**src/rtl/alu_ctrl_pkg.sv**
```systemverilog
// Shared definitions for the bit-serial ALU sequencer.
//  - op codes presented on the CPU-side op port
//  - select codes driven to the alu_1bit slice mux (slice_signal)
//  - FSM state encodings
//  - small helpers that classify an op code
package alu_ctrl_pkg;

  localparam logic [2:0] OP_AND = 3'b000;
  localparam logic [2:0] OP_OR  = 3'b001;
  localparam logic [2:0] OP_ADD = 3'b010;
  localparam logic [2:0] OP_SUB = 3'b110;
  localparam logic [2:0] OP_SLT = 3'b111;

  localparam logic [2:0] SIG_AND = 3'b000;
  localparam logic [2:0] SIG_OR  = 3'b001;
  localparam logic [2:0] SIG_SUM = 3'b010;

  typedef enum logic [1:0] {
    ST_IDLE = 2'b00,
    ST_RUN  = 2'b01,
    ST_DONE = 2'b10
  } state_e;

  // Ops that use the slice adder and therefore report carry/overflow.
  function automatic logic op_is_arith(input logic [2:0] op);
    return (op == OP_ADD) || (op == OP_SUB) || (op == OP_SLT);
  endfunction

  // Ops whose slice dataOut is shifted straight into the result.
  function automatic logic op_uses_dout(input logic [2:0] op);
    return (op == OP_AND) || (op == OP_OR) || (op == OP_ADD) || (op == OP_SUB);
  endfunction

  // SUB and SLT run the adder with b inverted and carry-in 1.
  function automatic logic op_inverts_b(input logic [2:0] op);
    return (op == OP_SUB) || (op == OP_SLT);
  endfunction

  function automatic logic [2:0] op_to_signal(input logic [2:0] op);
    logic [2:0] sig;
    case (op)
      OP_AND:                 sig = SIG_AND;
      OP_OR:                  sig = SIG_OR;
      OP_ADD, OP_SUB, OP_SLT: sig = SIG_SUM;
      default:                sig = SIG_AND;
    endcase
    return sig;
  endfunction

endpackage

```
**src/rtl/alu_serial_shreg.sv**
```systemverilog
// WIDTH-bit load / shift-right register.
// Load has priority over shift. On shift the register moves one place towards
// the LSB and i_sin enters at the MSB.
// Ports:
//   i_clk, i_rst   clock, synchronous active-high reset (clears to 0)
//   i_load         parallel load of i_load_val
//   i_load_val     value to load
//   i_shift        shift right by one
//   i_sin          serial-in bit placed at the MSB on shift
//   o_q            register contents
module alu_serial_shreg #(
  parameter int WIDTH = 32
) (
  input  logic             i_clk,
  input  logic             i_rst,
  input  logic             i_load,
  input  logic [WIDTH-1:0] i_load_val,
  input  logic             i_shift,
  input  logic             i_sin,
  output logic [WIDTH-1:0] o_q
);

  logic [WIDTH-1:0] r_q;

  always_ff @(posedge i_clk) begin
    if (i_rst) begin
      r_q <= '0;
    end else if (i_load) begin
      r_q <= i_load_val;
    end else if (i_shift) begin
      r_q <= {i_sin, r_q[WIDTH-1:1]};
    end
  end

  assign o_q = r_q;

endmodule

```
**src/rtl/alu_serial_ctrl.sv**
```systemverilog
// Bit-serial sequencer for one external alu_1bit slice.
// Runs a WIDTH-bit AND/OR/ADD/SUB/SLT one bit per cycle, LSB first, behind a
// start/done handshake. Latency from accept to done is WIDTH+1 cycles.
//
// Build option: define ALU_SERIAL_OVF_EN to add the overflow output and make
// SLT a true signed compare (lt = set_msb ^ overflow). Without it SLT returns
// the raw MSB sum bit, as a plain ripple ALU would.
//
// Ports:
//   clk, rst            clock, synchronous active-high reset
//   start, op, a, b     request; op/a/b sampled when start is accepted (IDLE/DONE)
//   busy                high while bits are being processed
//   done                one-cycle pulse, result/flags valid
//   result, cout, zero  final result and flags, held until the next accept
//   overflow            signed overflow (only with ALU_SERIAL_OVF_EN)
//   slice_*  (out)      operand bits, carry and control for the slice; 0 outside RUN
//   slice_dout/cout/set slice dataOut, carry out and adder sum
//
// state   | meaning
// IDLE    | waiting for start
// RUN     | one operand bit per cycle through the slice
// DONE    | result valid, done pulse; start here chains a new op
module alu_serial_ctrl
  import alu_ctrl_pkg::*;
#(
  parameter int WIDTH = 32
) (
  input  logic             clk,
  input  logic             rst,
  input  logic             start,
  input  logic [2:0]       op,
  input  logic [WIDTH-1:0] a,
  input  logic [WIDTH-1:0] b,
  output logic             busy,
  output logic             done,
  output logic [WIDTH-1:0] result,
  output logic             cout,
  output logic             zero,
`ifdef ALU_SERIAL_OVF_EN
  output logic             overflow,
`endif
  output logic [2:0]       slice_signal,
  output logic             slice_a,
  output logic             slice_b,
  output logic             slice_invertB,
  output logic             slice_cin,
  output logic             slice_less,
  input  logic             slice_dout,
  input  logic             slice_cout,
  input  logic             slice_set
);

  localparam int CW = (WIDTH > 2) ? $clog2(WIDTH) : 1;
  localparam logic [CW-1:0] LAST_BIT = CW'(WIDTH - 1);

  state_e           r_state;
  state_e           w_state_nxt;
  logic [2:0]       r_op;
  logic [CW-1:0]    r_cnt;
  logic             r_carry;
  logic             r_cout;
  logic             r_zero;

  logic             w_accept;
  logic             w_run;
  logic             w_last;
  logic             w_res_bit;
  logic             w_lt;
  logic             w_res_load;
  logic [WIDTH-1:0] w_res_load_val;
  logic [WIDTH-1:0] w_res_final;
  logic [WIDTH-1:0] w_a_q;
  logic [WIDTH-1:0] w_b_q;
  logic [WIDTH-1:0] w_res_q;
  logic             w_unused_hi;

  assign w_run    = (r_state == ST_RUN);
  assign w_last   = w_run && (r_cnt == LAST_BIT);
  assign w_accept = start && ((r_state == ST_IDLE) || (r_state == ST_DONE));

  // ---------------------------------------------------------------- FSM
  always_ff @(posedge clk) begin
    if (rst) begin
      r_state <= ST_IDLE;
    end else begin
      r_state <= w_state_nxt;
    end
  end

  always_comb begin
    w_state_nxt = r_state;
    case (r_state)
      ST_IDLE: if (start) w_state_nxt = ST_RUN;
      ST_RUN:  if (w_last) w_state_nxt = ST_DONE;
      ST_DONE: w_state_nxt = start ? ST_RUN : ST_IDLE;
      default: w_state_nxt = ST_IDLE;
    endcase
  end

  assign busy = w_run;
  assign done = (r_state == ST_DONE);

  // ------------------------------------------------- op, counter, carry
  always_ff @(posedge clk) begin
    if (rst) begin
      r_op    <= OP_AND;
      r_cnt   <= '0;
      r_carry <= 1'b0;
    end else if (w_accept) begin
      r_op    <= op;
      r_cnt   <= '0;
      r_carry <= op_inverts_b(op);
    end else if (w_run) begin
      r_cnt   <= r_cnt + CW'(1);
      r_carry <= slice_cout;
    end
  end

  // ------------------------------------------------------- slice drive
  assign slice_signal  = w_run ? op_to_signal(r_op) : 3'b000;
  assign slice_a       = w_run & w_a_q[0];
  assign slice_b       = w_run & w_b_q[0];
  assign slice_invertB = w_run & op_inverts_b(r_op);
  assign slice_cin     = w_run & r_carry;
  assign slice_less    = 1'b0;

  // Only the LSBs of the operand shifters reach the slice.
  assign w_unused_hi = ^{w_a_q[WIDTH-1:1], w_b_q[WIDTH-1:1]};

  // ------------------------------------------------ result and flags
  // Illegal ops shift in zeros so they finish with result 0.
  assign w_res_bit = op_uses_dout(r_op) & slice_dout;

`ifdef ALU_SERIAL_OVF_EN
  logic w_ovf;
  logic r_ovf;

  // Carry into the MSB is the carry register while the last bit is processed.
  assign w_ovf = op_is_arith(r_op) & (r_carry ^ slice_cout);
  assign w_lt  = slice_set ^ w_ovf;

  always_ff @(posedge clk) begin
    if (rst) begin
      r_ovf <= 1'b0;
    end else if (w_last) begin
      r_ovf <= w_ovf;
    end
  end

  assign overflow = r_ovf;
`else
  assign w_lt = slice_set;
`endif

  // SLT replaces the shifted result with the compare bit on its last cycle.
  assign w_res_load     = w_last && (r_op == OP_SLT);
  assign w_res_load_val = {{(WIDTH-1){1'b0}}, w_lt};
  assign w_res_final    = w_res_load ? w_res_load_val
                                     : {w_res_bit, w_res_q[WIDTH-1:1]};

  always_ff @(posedge clk) begin
    if (rst) begin
      r_cout <= 1'b0;
      r_zero <= 1'b0;
    end else if (w_last) begin
      r_cout <= op_is_arith(r_op) & slice_cout;
      r_zero <= (w_res_final == '0);
    end
  end

  assign result = w_res_q;
  assign cout   = r_cout;
  assign zero   = r_zero;

  // ------------------------------------------------------ shift registers
  alu_serial_shreg #(.WIDTH(WIDTH)) u_shreg_a (
    .i_clk      (clk),
    .i_rst      (rst),
    .i_load     (w_accept),
    .i_load_val (a),
    .i_shift    (w_run),
    .i_sin      (1'b0),
    .o_q        (w_a_q)
  );

  alu_serial_shreg #(.WIDTH(WIDTH)) u_shreg_b (
    .i_clk      (clk),
    .i_rst      (rst),
    .i_load     (w_accept),
    .i_load_val (b),
    .i_shift    (w_run),
    .i_sin      (1'b0),
    .o_q        (w_b_q)
  );

  alu_serial_shreg #(.WIDTH(WIDTH)) u_shreg_res (
    .i_clk      (clk),
    .i_rst      (rst),
    .i_load     (w_res_load),
    .i_load_val (w_res_load_val),
    .i_shift    (w_run),
    .i_sin      (w_res_bit),
    .o_q        (w_res_q)
  );

endmodule

```
**config.mk**
```make
export PLATFORM = sky130hd
export DESIGN_NAME = alu_serial_ctrl
export DESIGN_NICKNAME = d
export VERILOG_FILES = /design/src/rtl/alu_ctrl_pkg.sv /design/src/rtl/alu_serial_shreg.sv /design/src/rtl/alu_serial_ctrl.sv
export SDC_FILE = /design/constraint.sdc
export NUM_CORES = 1
export LEC_CHECK = 0
export ABC_AREA = 0
export BUFFER_PORTS_ARGS = -buffer_cell sky130_fd_sc_hd__buf_4
export CORE_MARGIN = 4
export CORE_UTILIZATION = 56
export CTS_BUF_LIST = sky130_fd_sc_hd__clkbuf_4 sky130_fd_sc_hd__clkbuf_8 sky130_fd_sc_hd__clkbuf_16
export DETAILED_ROUTE_END_ITERATION = 6
export PLACE_DENSITY = 0.84
export SLEW_MARGIN = 20
export SYNTH_ARGS = -nofsm -noshare
export SYNTH_HDL_FRONTEND = slang
export SYNTH_SLANG_ARGS = --single-unit
```
**constraint.sdc**
```tcl
create_clock -name clk -period 5.2 [get_ports clk]
set_clock_uncertainty 0.2 [all_clocks]
set_input_delay 0.52 -clock clk [delete_from_list [all_inputs] [get_ports clk]]
set_output_delay 0.52 -clock clk [all_outputs]
set_load 0.005 [all_outputs]
```
==> results of run 1 <==
## layout make-up
| cell class | instances | area share |
|---|---|---|
| clock buffers | 10 | 0.0258 |
| clock inverters | 6 | 0.0171 |
| inverters | 1 | 0.000704 |
| multi-input cells | 381 | 0.361 |
| flip-flops and latches | 109 | 0.409 |
| well taps | 99 | 0.0232 |
| repair buffers | 116 | 0.163 |
## power groups by stage
stage	Clock, mW	Sequential, mW	Combinational [mW]
final	0.576	0.918	0.222
after global routing	0.620	0.923	0.249
after CTS	0.585	0.917	0.223
after detailed placement	0	0.936	0.222
after global placement	0	0.933	0.215
after floorplan	0	0.928	0.156
## worst paths after layout
path,start,to,slack [ps]
hold / removal,op[1],r_op[1]$_SDFFE_PP0P_,200
hold reg to reg,u_shreg_b.o_q[1]$_SDFFE_PP0P_,u_shreg_b.o_q[1]$_SDFFE_PP0P_,280
setup reg to reg,r_state[1]$_SDFFE_PP0P_,u_shreg_a.o_q[24]$_SDFFE_PP0P_,2200
setup / recovery,r_state[0]$_SDFFE_PP0P_,slice_b,1580
## worst min-delay path, stage by stage
cell     delay [ps]
buf_4           110
nand2_1          50
a21oi_1          50
## cells in the final DEF (no fill, tap or decap), drive strengths merged
cell type,instances
or2,1
o41ai,1
nor2b,2
clkinv,1
nor4,7
ha,2
a21oi,38
bufinv,2
nor3,45
buf,116
and4,1
nand4,2
o21ai,2
a21o,1
and3,3
xor2,2
xnor2,1
nand2,124
a311oi,23
nand3,2
a211oi,1
a22oi,5
and2,3
or4,1
nor2,66
o22ai,36
mux2i,3
dfxtp,109
and2b,1
conb,2
nand2b,4
clkbuf,10
inv,4
nand3b,1
o21a,1
## Yosys cell counts, types with 2 or more instances
cell,instances
nand2_1,124
clkbuf_1,17
dfxtp_1,109
and3_1,3
nor3_1,45
nand2b_1,4
nor2b_1,2
nand3_1,2
nand4_1,2
and2_1,3
a22oi_1,5
a311oi_1,23
nor2_1,66
nor4_1,7
mux2i_1,3
ha_1,2
xor2_1,2
a21oi_1,38
o21ai_0,2
buf_2,26
buf_1,2
o22ai_1,36
buf_4,2
## metrics by stage
step           power [mW]  cell area [um2]
6_report             1.72             5330
5_1_grt              1.79             5330
4_1_cts              1.73             5330
3_5_place_dp         1.16             5100
3_3_place_gp         1.15             5100
2_1_floorplan        1.08             4320
## registers in the layout (all words and copies together), names as in the netlist
| signal | cells |
|---|---|
| r_cnt | 5 |
| r_op | 3 |
| r_state | 2 |
| r_carry | 1 |
| u_shreg_b.o_q | 32 |
| u_shreg_a.o_q | 32 |
| cout | 1 |
| zero | 1 |
| u_shreg_res.o_q | 32 |
## logic make-up (layout without fill, tap and decap cells)
family | after synthesis | in the layout | share of synthesized area
compound gates | 108 | 108 | 0.163
simple gates | 263 | 263 | 0.259
other cells | 1 | 2 | 0.000868
flops | 109 | 109 | 0.505
xor+xnor | 3 | 3 | 0.00608
fa+ha+maj | 2 | 2 | 0.00579
buf+inv | 49 | 133 | 0.0536
mux | 3 | 3 | 0.00695
## per-layer routing
layer / vias up / global-route usage
met4: 0 / 0.0569
li1: 2020 / -
met5: - / 0
met3: 11 / 0.0602
met1: 1867 / 0.282
met2: 132 / 0.364
==> summary.md, run 1 <==
| Metric | Value |
|---|---|
| Run status | complete, no violations |
| Cell Rows | 31 |
| CP Depth | 5 |
| Skew-Pair Late Insertion Delay | 370 ps |
| I/O Buffers | 114 |
| Worst Hold Class | input port to flip-flop |
| # Max-Cap Violations | 0 |
| EDFF count, synth | 0 |
| Hold-fix buffers, CTS | 0 |
| Lkg Pwr | 2.16 nW |
| Clk pin slew, worst setup/hold paths | 100 ps |
| First-pass GRT wire length | 16000 um |
| Critical path launch point type | flip-flop |
| Detailed router's first-iteration violation count | 252 |
| Clock root cell | clkbuf_8 |
| Fraction of registers with async set/reset | 0 |
| Top sig layer | met4 |
| Die area | 9180 um2 |
| Setup crit end kind | primary output |
| Post-Place Setup Slack | 2030 ps |
| Post-placement cell count | 706 |
| Post-CTS sizing | 0 |
| Combinational share of power | 0.129 |
| RD Place Congestion | 0.791 |
| Final Cycle Share | 0.695 |
| Final hold vios | 0 |
| CP max stage cell | inv_2 |
| Critical path class | flip-flop to primary output |
| Post-layout minimum cycle time | 3620 ps |
| Wire per inst | 14.2 um |
| Clk sinks | 109 |
| DRC viols | 0 |
| Largest cells by area after synthesis | dfxtp_1 51%, nand2_1 11%, nor2_1 5.7% |
| Post-route ant nets | 0 |
| Sequential share of the synthesized area | 0.505 |
| P&R area growth vs syn | 23.5% |
| Crit path cell chain | nand2b_4 -> inv_2 -> buf_4 -> and2_1 -> buf_4 |
| Reg power frac | 0.535 |
| Cell variety after synth | 36 |
| P_sw | 0.441 mW |
| Ys Warns | 0 |
| DR WL met3 | 767 um |
| Top cell type's share of synthesized area | 0.505 |
| Area taken by multi-input logic gates | 1920 um2 |
| Top delay family on crit path | buffers and inverters |
| I/O pin total | 117 |
| Antenna diode count | 0 |
| Worst-Margin Slew | 1060 ps |
| Endpoints failing setup | 0 |
| Max Clock Freq | 277 MHz |
| H-tree levels | 3 |
| RSZ-0062 raised after global routing | no |
| Met1 WL | 4330 um |
| Worst EP arrival | 2900 ps |
| Buf+Inv Stages, Crit Path | 3 |
| Layout cells sized above 1 | 0.222 |
| Largest net degree at the start of global routing | 100 |
| Grt total ovfl | 0 |
| Core ar. | 7370 um2 |
| Chip height | 95.8 um |
| Final HPWL DP | 6780 um |
| Crit path top cell by count | buf_4 |
| Finished Layout Cells | 722 |
| Largest area contributor in the netlist | dfxtp_1 |
| Seq cells post-synth | 109 |
| Sw frac | 0.257 |
| Vias in the first global route | 3475 |
| Post-CTS Setup Repair Bufs | 0 |
| Vias post-DR | 4030 |
| Clk network pwr share | 0.336 |
| CTS tree | done |
| Pwr per Cell Area | 322 nW/um2 |
| Tot GR Track Use | 0.219 |
| Max incr delay on CP | 800 ps |
| FILL cells | 596 |
| Internal power | 1.27 mW |
| Fin Setup TNS | 0 ps |
| Worst-case reg-to-reg path depth | 6 |
| Initial antenna violation count | 0 |
| Final Slew Violations | 0 |
| Synth Area per Inst | 8.03 um2 |
| Worst Slack Setup Final | 1580 ps |
| Worst hold stages | 3 |
| Met2 Routed Length | 5060 um |
| Num CTS Buffers | 9 |
| Drt total wl | 10300 um |
| Maximum clock path buffer count | 2 |
| VDD IR max | 235 uV |
| Post-layout nets | 693 |
| Initial Util | 0.586 |
| DIE WIDTH | 95.8 um |
| CP Data Required Time | 4480 ps |
| Most used DFF post-synth | dfxtp_1 |
| Netlist Area Pre-Place | 4320 um2 |
| Vias per cell | 5.58 |
| First-pass DRT Iterations | 6 |
| Worst hold margin | 203 ps |
| Top fanout value on the critical path | 99 |
| Storage cell area | 2180 um2 |
| Cells after synthesis | 538 |
| Core Util, Final | 0.724 |
| Worst slew margin | 0.292 |
(Power assumes the default switching activity.)
==> run 2: changes to the inputs <==
--- a/config.mk
+++ b/config.mk
@@ -5,13 +5,13 @@
 export SDC_FILE = /design/constraint.sdc
 export NUM_CORES = 1
 export LEC_CHECK = 0
-export ABC_AREA = 0
+export ABC_AREA = 1
 export BUFFER_PORTS_ARGS = -buffer_cell sky130_fd_sc_hd__buf_4
 export CORE_MARGIN = 4
-export CORE_UTILIZATION = 56
+export CORE_UTILIZATION = 53
 export CTS_BUF_LIST = sky130_fd_sc_hd__clkbuf_4 sky130_fd_sc_hd__clkbuf_8 sky130_fd_sc_hd__clkbuf_16
 export DETAILED_ROUTE_END_ITERATION = 6
-export PLACE_DENSITY = 0.84
+export PLACE_DENSITY = 0.8
 export SLEW_MARGIN = 20
 export SYNTH_ARGS = -nofsm -noshare
 export SYNTH_HDL_FRONTEND = slang
==> constraint.sdc (replaced) <==
create_clock -name clk -period 3.69 [get_ports clk]
set_clock_uncertainty 0.2 [all_clocks]
set_input_delay 0.369 -clock clk [delete_from_list [all_inputs] [get_ports clk]]
set_output_delay 0.369 -clock clk [all_outputs]
set_load 0.005 [all_outputs]
==> run 2 against run 1 <==
Compared with the run above: total power up 36%; cell area up 3.6%; synthesized area up 5.0%; clock-buffer cell count unchanged; global-route usage down 0.72 points; wire length up 6.5%; highest routed layer unchanged; combinational power up 44%; die area up 10%; via count up 6.8%; sequential share of layout area down 1.4 points; hold slack worse by 130 ps; synthesized cell count up 11%.
==> summary.md, run 2 <==
| Metric | Value |
|---|---|
| Run status | complete, no violations (unchanged) |
| RSZ-0062 raised after global routing | no (unchanged) |
| Lkg Pwr | 2.30 nW (was 2.16 nW) |
| I/O Buffers | 114 (unchanged) |
| Final hold vios | 0 (unchanged) |
| Critical path class | flip-flop to flip-flop (was flip-flop to primary output) |
| Storage cell area | 2180 um2 (unchanged) |
| FILL cells | 697 (was 596) |
| CTS tree | done (unchanged) |
| Critical path launch point type | flip-flop (unchanged) |
| CP Data Required Time | 3700 ps (was 4480 ps) |
| Post-layout minimum cycle time | 2650 ps |
| Top fanout value on the critical path | 31 (was 99) |
| Vias post-DR | 4303 (was 4030) |
| Num CTS Buffers | 9 (unchanged) |
| Initial antenna violation count | 0 (unchanged) |
| Post-layout nets | 761 (was 693) |
| Maximum clock path buffer count | 2 (unchanged) |
| VDD IR max | 238 uV (was 235 uV) |
| Layout cells sized above 1 | 0.207 (was 0.222) |
| Post-placement cell count | 780 (was 706) |
| Met2 Routed Length | 5120 um (was 5060 um) |
| Most frequent cell after synthesis | nand2_1 (unchanged) |
| EDFF count, synth | 0 (unchanged) |
| Crit path cell chain | ha_1 -> inv_1 -> nor3_1 -> ha_1 -> inv_1 -> nor2_2 -> nand3_1 -> nand2_1 -> a21oi_1 (was nand2b_4 -> inv_2 -> buf_4 -> and2_1 -> buf_4) |
| P&R area growth vs syn | 21.8% (was 23.5%) |
| Cells after synthesis | 598 (was 538) |
| Final Cycle Share | 0.719 |
| First-pass DRT Iterations | 5 (was 6) |
| Ys Warns | 0 (unchanged) |
| Top cell type's share of synthesized area | 0.481 (was 0.505) |
| Area taken by multi-input logic gates | 1900 um2 (was 1920 um2) |
| Fin Setup TNS | 0 ps (unchanged) |
| Top post-synthesis cells by count | 160 x nand2_1, 109 x dfxtp_1, 66 x o21ai_0 (was 124 x nand2_1, 109 x dfxtp_1, 66 x nor2_1) |
| Most frequent cells in the layout | 160 x nand2_1, 120 x buf_4, 109 x dfxtp_1 (was 123 x nand2_1, 116 x buf_4, 109 x dfxtp_1) |
| Tot GR Track Use | 0.212 (was 0.219) |
| Sequential share of the synthesized area | 0.481 (was 0.505) |
| First-pass GRT wire length | 17600 um (was 16000 um) |
| Largest cells by area after synthesis | dfxtp_1 48%, nand2_1 13%, o21ai_0 7.3% (was dfxtp_1 51%, nand2_1 11%, nor2_1 5.7%) |
| Largest net degree at the start of global routing | 89 (was 100) |
| Final Slew Violations | 0 (unchanged) |
| Vias per cell | 5.41 (was 5.58) |
| Hold-fix buffers, CTS | 0 (unchanged) |
| Most common cell after layout, fill and taps aside | nand2_1 (unchanged) |
| Worst-Margin Slew | 1070 ps (was 1060 ps) |
| Max Clock Freq | 377 MHz |
| Core ar. | 8260 um2 (was 7370 um2) |
| Detailed router's first-iteration violation count | 259 (was 252) |
| Worst EP arrival | 2660 ps (was 2900 ps) |
| Setup crit end kind | flip-flop (was primary output) |
| DRC viols | 0 (unchanged) |
| Max incr delay on CP | 750 ps (was 800 ps) |
| Die area | 10100 um2 (was 9180 um2) |
| Clk sinks | 109 (unchanged) |
| Initial Util | 0.549 (was 0.586) |
| # Max-Cap Violations | 0 (unchanged) |
| Most used DFF post-synth | dfxtp_1 (unchanged) |
| Worst Hold Class | input port to flip-flop (unchanged) |
| Cell Rows | 33 (was 31) |
| Chip height | 101 um (was 95.8 um) |
| Post-CTS sizing | 0 (unchanged) |
| Vias in the first global route | 3925 (was 3475) |
| Grt total ovfl | 0 (unchanged) |
| Wire per inst | 13.7 um (was 14.2 um) |
| DR WL met3 | 815 um (was 767 um) |
| Worst slew margin | 0.283 (was 0.292) |
| I/O pin total | 117 (unchanged) |
| Pwr per Cell Area | 422 nW/um2 (was 322 nW/um2) |
| Synth Area per Inst | 7.59 um2 (was 8.03 um2) |
| Cell variety after synth | 29 (was 36) |
| Netlist Area Pre-Place | 4540 um2 (was 4320 um2) |
| Top sig layer | met4 (unchanged) |
| Drt total wl | 10900 um (was 10300 um) |
| CP max stage cell | nand2_1 (was inv_2) |
| Fraction of registers with async set/reset | 0 (unchanged) |
| DIE WIDTH | 101 um (was 95.8 um) |
| Antenna diode count | 0 (unchanged) |
| H-tree levels | 3 (unchanged) |
| Final HPWL DP | 7410 um (was 6780 um) |
| Largest area contributor in the netlist | dfxtp_1 (unchanged) |
| Endpoints failing setup | 0 (unchanged) |
| Clock root cell | clkbuf_8 (unchanged) |
| Worst reg2reg setup slack | 1040 ps (was 2200 ps) |
| Post-CTS Setup Repair Bufs | 0 (unchanged) |
| Seq cells post-synth | 109 (unchanged) |
| Clk pin slew, worst setup/hold paths | 100 ps (about the same) |
| Post-route ant nets | 0 (unchanged) |
| RD Place Congestion | 0.779 (was 0.791) |
| Skew-Pair Late Insertion Delay | 360 ps (was 370 ps) |
| Met1 WL | 4840 um (was 4330 um) |
| Finished Layout Cells | 796 (was 722) |
[run 2: cell types whose count changed in the layout (fill, tap and decap cells not counted), moves of 31 or more]
| cell | previous run | this run |
|---|---|---|
| nor2_1 | 66 | 35 |
| a221oi_1 | 0 | 35 |
| nand2_1 | 123 | 160 |
| o21ai_0 | 2 | 66 |
| o22ai_1 | 36 | 0 |
| inv_1 | 0 | 55 |
| nor3_1 | 45 | 4 |
[run 2: routing by layer]
metal	global-route usage	vias up
met5	0	-
met4	0.0684	0
met3	0.0457	17
met2	0.334	143
met1	0.290	1985
li1	-	2158
[run 2: worst paths after layout]
path	start	endpoint	depth (start not counted)
max reg2reg	r_cnt[1]$_SDFFE_PP0N_	u_shreg_res.o_q[5]$_SDFFE_PP0N_	9
max	r_cnt[1]$_SDFFE_PP0N_	u_shreg_res.o_q[5]$_SDFFE_PP0N_	9
min reg2reg	u_shreg_b.o_q[18]$_SDFFE_PP0P_	u_shreg_b.o_q[17]$_SDFFE_PP0P_	2
min	op[2]	r_op[2]$_SDFFE_PP0P_	3
[run 2: power breakdown]
| group | total, mW | leakage [nW] | internal (mW) | switching [mW] |
|---|---|---|---|---|
| registers | 1.28 | 0.894 | 1.25 | 0.0294 |
| clock network | 0.729 | 0.105 | 0.328 | 0.401 |
| logic | 0.320 | 1.30 | 0.130 | 0.191 |
| total | 2.33 | 2.30 | 1.71 | 0.621 |
[run 2: area by class of cell]
type	instances	area share
clock buffers	10	0.0238
clock inverters	6	0.0127
inverters	57	0.0387
multi-input cells	389	0.343
flip-flops and latches	109	0.395
well taps	105	0.0238
repair buffers	120	0.163
[run 2: stage by stage]
stage | power, mW | setup slack (ps) | utilization | hold slack, ps | area (um2)
after floorplan | 1.53 | 1870 | - | 239 | 4540
after global placement | 1.61 | 1260 | 0.645 | 249 | 5330
after detailed placement | 1.63 | 1120 | 0.645 | 256 | 5330
after CTS | 2.34 | 1030 | 0.669 | 46.8 | 5530
after global routing | 2.43 | 766 | 0.669 | 53.4 | 5530
final | 2.33 | 1040 | 0.669 | 68.8 | 5530
[run 2: cells by family after synthesis]
kind of cell / Yosys count / share of synthesized area
adder cells (fa/ha/maj): 2 / 0.00551
buffers and inverters: 101 / 0.102
other: 1 / 0.000827
flip-flops: 109 / 0.481
AND/OR/NAND/NOR: 212 / 0.185
AO/OA/AOI/OAI: 173 / 0.226
[run 2: worst max-delay path, delay by kind of cell, from the launching register on]
family                   cells  cell delay (ps)
AO/OA/AOI/OAI                1               90
adder cells (fa/ha/maj)      2              440
flip-flops                   1              400
AND/OR/NAND/NOR              4             1230
buffers and inverters        2              120
==> run 3: changes to the inputs <==
==> constraint.sdc (replaced) <==
create_clock -name clk -period 2.7 [get_ports clk]
set_clock_uncertainty 0.2 [all_clocks]
set_input_delay 0.27 -clock clk [delete_from_list [all_inputs] [get_ports clk]]
set_output_delay 0.27 -clock clk [all_outputs]
set_load 0.005 [all_outputs]
==> run 3 against run 2 <==
Compared with the run above: combinational power rose by 44%; non-clock buffer count rose by 9; critical path depth fell by 4; critical path type is now flip-flop to primary output; register-to-register slack got worse by 570 ps; die area did not move; core utilization rose by 1.0 points; first-iteration DRC count rose by 3.5%; cell area rose by 1.6%; largest power group unchanged; sequential cell count did not move.
==> summary.md, run 3 (same netlist as run 2, synthesis figures left out) <==
| Metric | Value |
|---|---|
| Tot GR Track Use | 0.218 (was 0.212) |
| Chip height | 101 um (unchanged) |
| Vias per cell | 5.34 (was 5.41) |
| Pwr per Cell Area | 555 nW/um2 (was 422 nW/um2) |
| Core Util, Final | 0.680 (was 0.669) |
| Cell Rows | 33 (unchanged) |
| Setup crit end kind | primary output (was flip-flop) |
| Worst hold margin | 8.49 ps (was 68.8 ps) |
| Run status | complete, no violations (unchanged) |
| Antenna diode count | 0 (unchanged) |
| I/O Buffers | 114 (unchanged) |
| VDD IR max | 276 uV (was 238 uV) |
| # Max-Cap Violations | 0 (unchanged) |
| Initial antenna violation count | 0 (unchanged) |
| Top delay family on crit path | buffers and inverters (was simple AND/OR/NAND/NOR gates) |
| Vias post-DR | 4299 (was 4303) |
| Wire per inst | 13.9 um (was 13.7 um) |
| Worst EP arrival | 1880 ps (was 2660 ps) |
| Detailed router's first-iteration violation count | 268 (was 259) |
| Endpoints failing setup | 0 (unchanged) |
| Clock root cell | clkbuf_8 (unchanged) |
| Vias in the first global route | 4082 (was 3925) |
| CP Data Required Time | 2230 ps (was 3700 ps) |
| Final Cycle Share | 0.869 |
| Fin Setup TNS | 0 ps (unchanged) |
| Max incr delay on CP | 430 ps (was 750 ps) |
| Crit path cell chain | inv_1 -> nand2_1 -> buf_4 -> nor3_1 -> buf_4 (was ha_1 -> inv_1 -> nor3_1 -> ha_1 -> inv_1 -> nor2_2 -> nand3_1 -> nand2_1 -> a21oi_1) |
| Lkg Pwr | 2.34 nW (was 2.30 nW) |
| RSZ-0062 raised after global routing | no (unchanged) |
| Finished Layout Cells | 805 (was 796) |
| Skew-Pair Late Insertion Delay | 350 ps (was 360 ps) |
| Grt total ovfl | 0 (unchanged) |
| Post-route ant nets | 0 (unchanged) |
| Post-layout minimum cycle time | 2350 ps |
| Core ar. | 8260 um2 (unchanged) |
| Clk pin slew, worst setup/hold paths | 100 ps (about the same) |
| Top fanout value on the critical path | 37 (was 31) |
| Critical path class | flip-flop to primary output (was flip-flop to flip-flop) |
| Num CTS Buffers | 9 (unchanged) |
| CP max stage cell | buf_4 (was nand2_1) |
| Final hold vios | 0 (unchanged) |
| Post-layout nets | 770 (was 761) |
| P&R area growth vs syn | 23.7% (was 21.8%) |
| Die area | 10100 um2 (unchanged) |
| RD Place Congestion | 0.814 (was 0.779) |
| Post-CTS Setup Repair Bufs | 0 (unchanged) |
| Maximum clock path buffer count | 2 (unchanged) |
| I/O pin total | 117 (unchanged) |
| Final Slew Violations | 0 (unchanged) |
| Worst slew margin | 0.648 (was 0.283) |
| Most frequent cells in the layout | 160 x nand2_1, 122 x buf_4, 109 x dfxtp_1 (was 160 x nand2_1, 120 x buf_4, 109 x dfxtp_1) |
| Clk sinks | 109 (unchanged) |
| First-pass GRT wire length | 18300 um (was 17600 um) |
| Buf+Inv Stages, Crit Path | 3 (was 2) |
| CTS tree | done (unchanged) |
| Most common cell after layout, fill and taps aside | nand2_1 (unchanged) |
| First-pass DRT Iterations | 5 (unchanged) |
| Initial Util | 0.549 (unchanged) |
| Drt total wl | 11200 um (was 10900 um) |
| Largest net degree at the start of global routing | 38 (was 89) |
| Layout cells sized above 1 | 0.210 (was 0.207) |
| Worst-Margin Slew | 527 ps (was 1070 ps) |
| Worst Hold Class | input port to flip-flop (unchanged) |
| Critical path launch point type | flip-flop (unchanged) |
| DIE WIDTH | 101 um (unchanged) |
| Post-placement cell count | 784 (was 780) |
| Final HPWL DP | 7760 um (was 7410 um) |
| H-tree levels | 3 (unchanged) |
| Max Clock Freq | 426 MHz |
| Crit path top cell by count | buf_4 |
| Post-CTS sizing | 0 (unchanged) |
| Design Power | 3.12 mW (was 2.33 mW) |
| DRC viols | 0 (unchanged) |
## run 3: cell types whose count changed in the layout (fill, tap and decap cells not counted), sizes merged
cell         before  now
clkinvlp          0    2
clkinv            3    2
bufinv            1    0
buf             120  124
dlygate4sd3       0    5
## run 3: timing repair
item | in CTS | in global routing
setup endpoints to repair | 0 | 0
hold buffers | 5 | 0
hold endpoints to repair | 5 | 0
## run 3: tightest hold or removal path, stage by stage
cell,delay (ps)
buf_4,70
o21ai_0,70
a21oi_1,120
## run 3: path summary, 6_finish.rpt
path / from / end / slack [ps] / depth (start not counted)
worst max register to register: r_cnt[1]$_SDFFE_PP0N_ / u_shreg_res.o_q[8]$_SDFFE_PP0N_ / 470 / 10
worst min-delay path: b[14] / u_shreg_b.o_q[14]$_SDFFE_PP0P_ / 8 / 3
worst min register to register: u_shreg_a.o_q[31]$_SDFFE_PP0P_ / u_shreg_a.o_q[31]$_SDFFE_PP0P_ / 270 / 2
worst max-delay path: r_state[1]$_SDFFE_PP0P_ / slice_signal[0] / 350 / 5
## run 3: through the flow
step                instance area (um2)  setup slack [ps]
floorplan                          4540               879
global placement                   5380               674
detailed placement                 5380               506
CTS                                5610               335
global route                       5610               203
finish                             5610               355
## run 3: final cells by class
cell class	count	area [um2]
Clock buffer	10	138
Timing Repair Buffer	129	1010
Multi-Input combinational cell	389	1900
Tap cell	105	131
Sequential cell	109	2180
Fill cell	732	2650
Clock inverter	6	45.0
Inverter	57	214
## run 3: layer usage
metal / vias to the layer above / part of all wire / track usage
met5: - / 0 / 0
met1: 1979 / 0.43 / 0.289
met4: 0 / 0.015 / 0.0674
met3: 18 / 0.078 / 0.0464
met2: 134 / 0.48 / 0.359
li1: 2168 / - / -
## run 3: report_power, final
part / total (mW) / internal (mW) / switching, mW
clock network: 0.907 / 0.368 / 0.539
registers: 1.75 / 1.71 / 0.0394
logic: 0.462 / 0.195 / 0.267
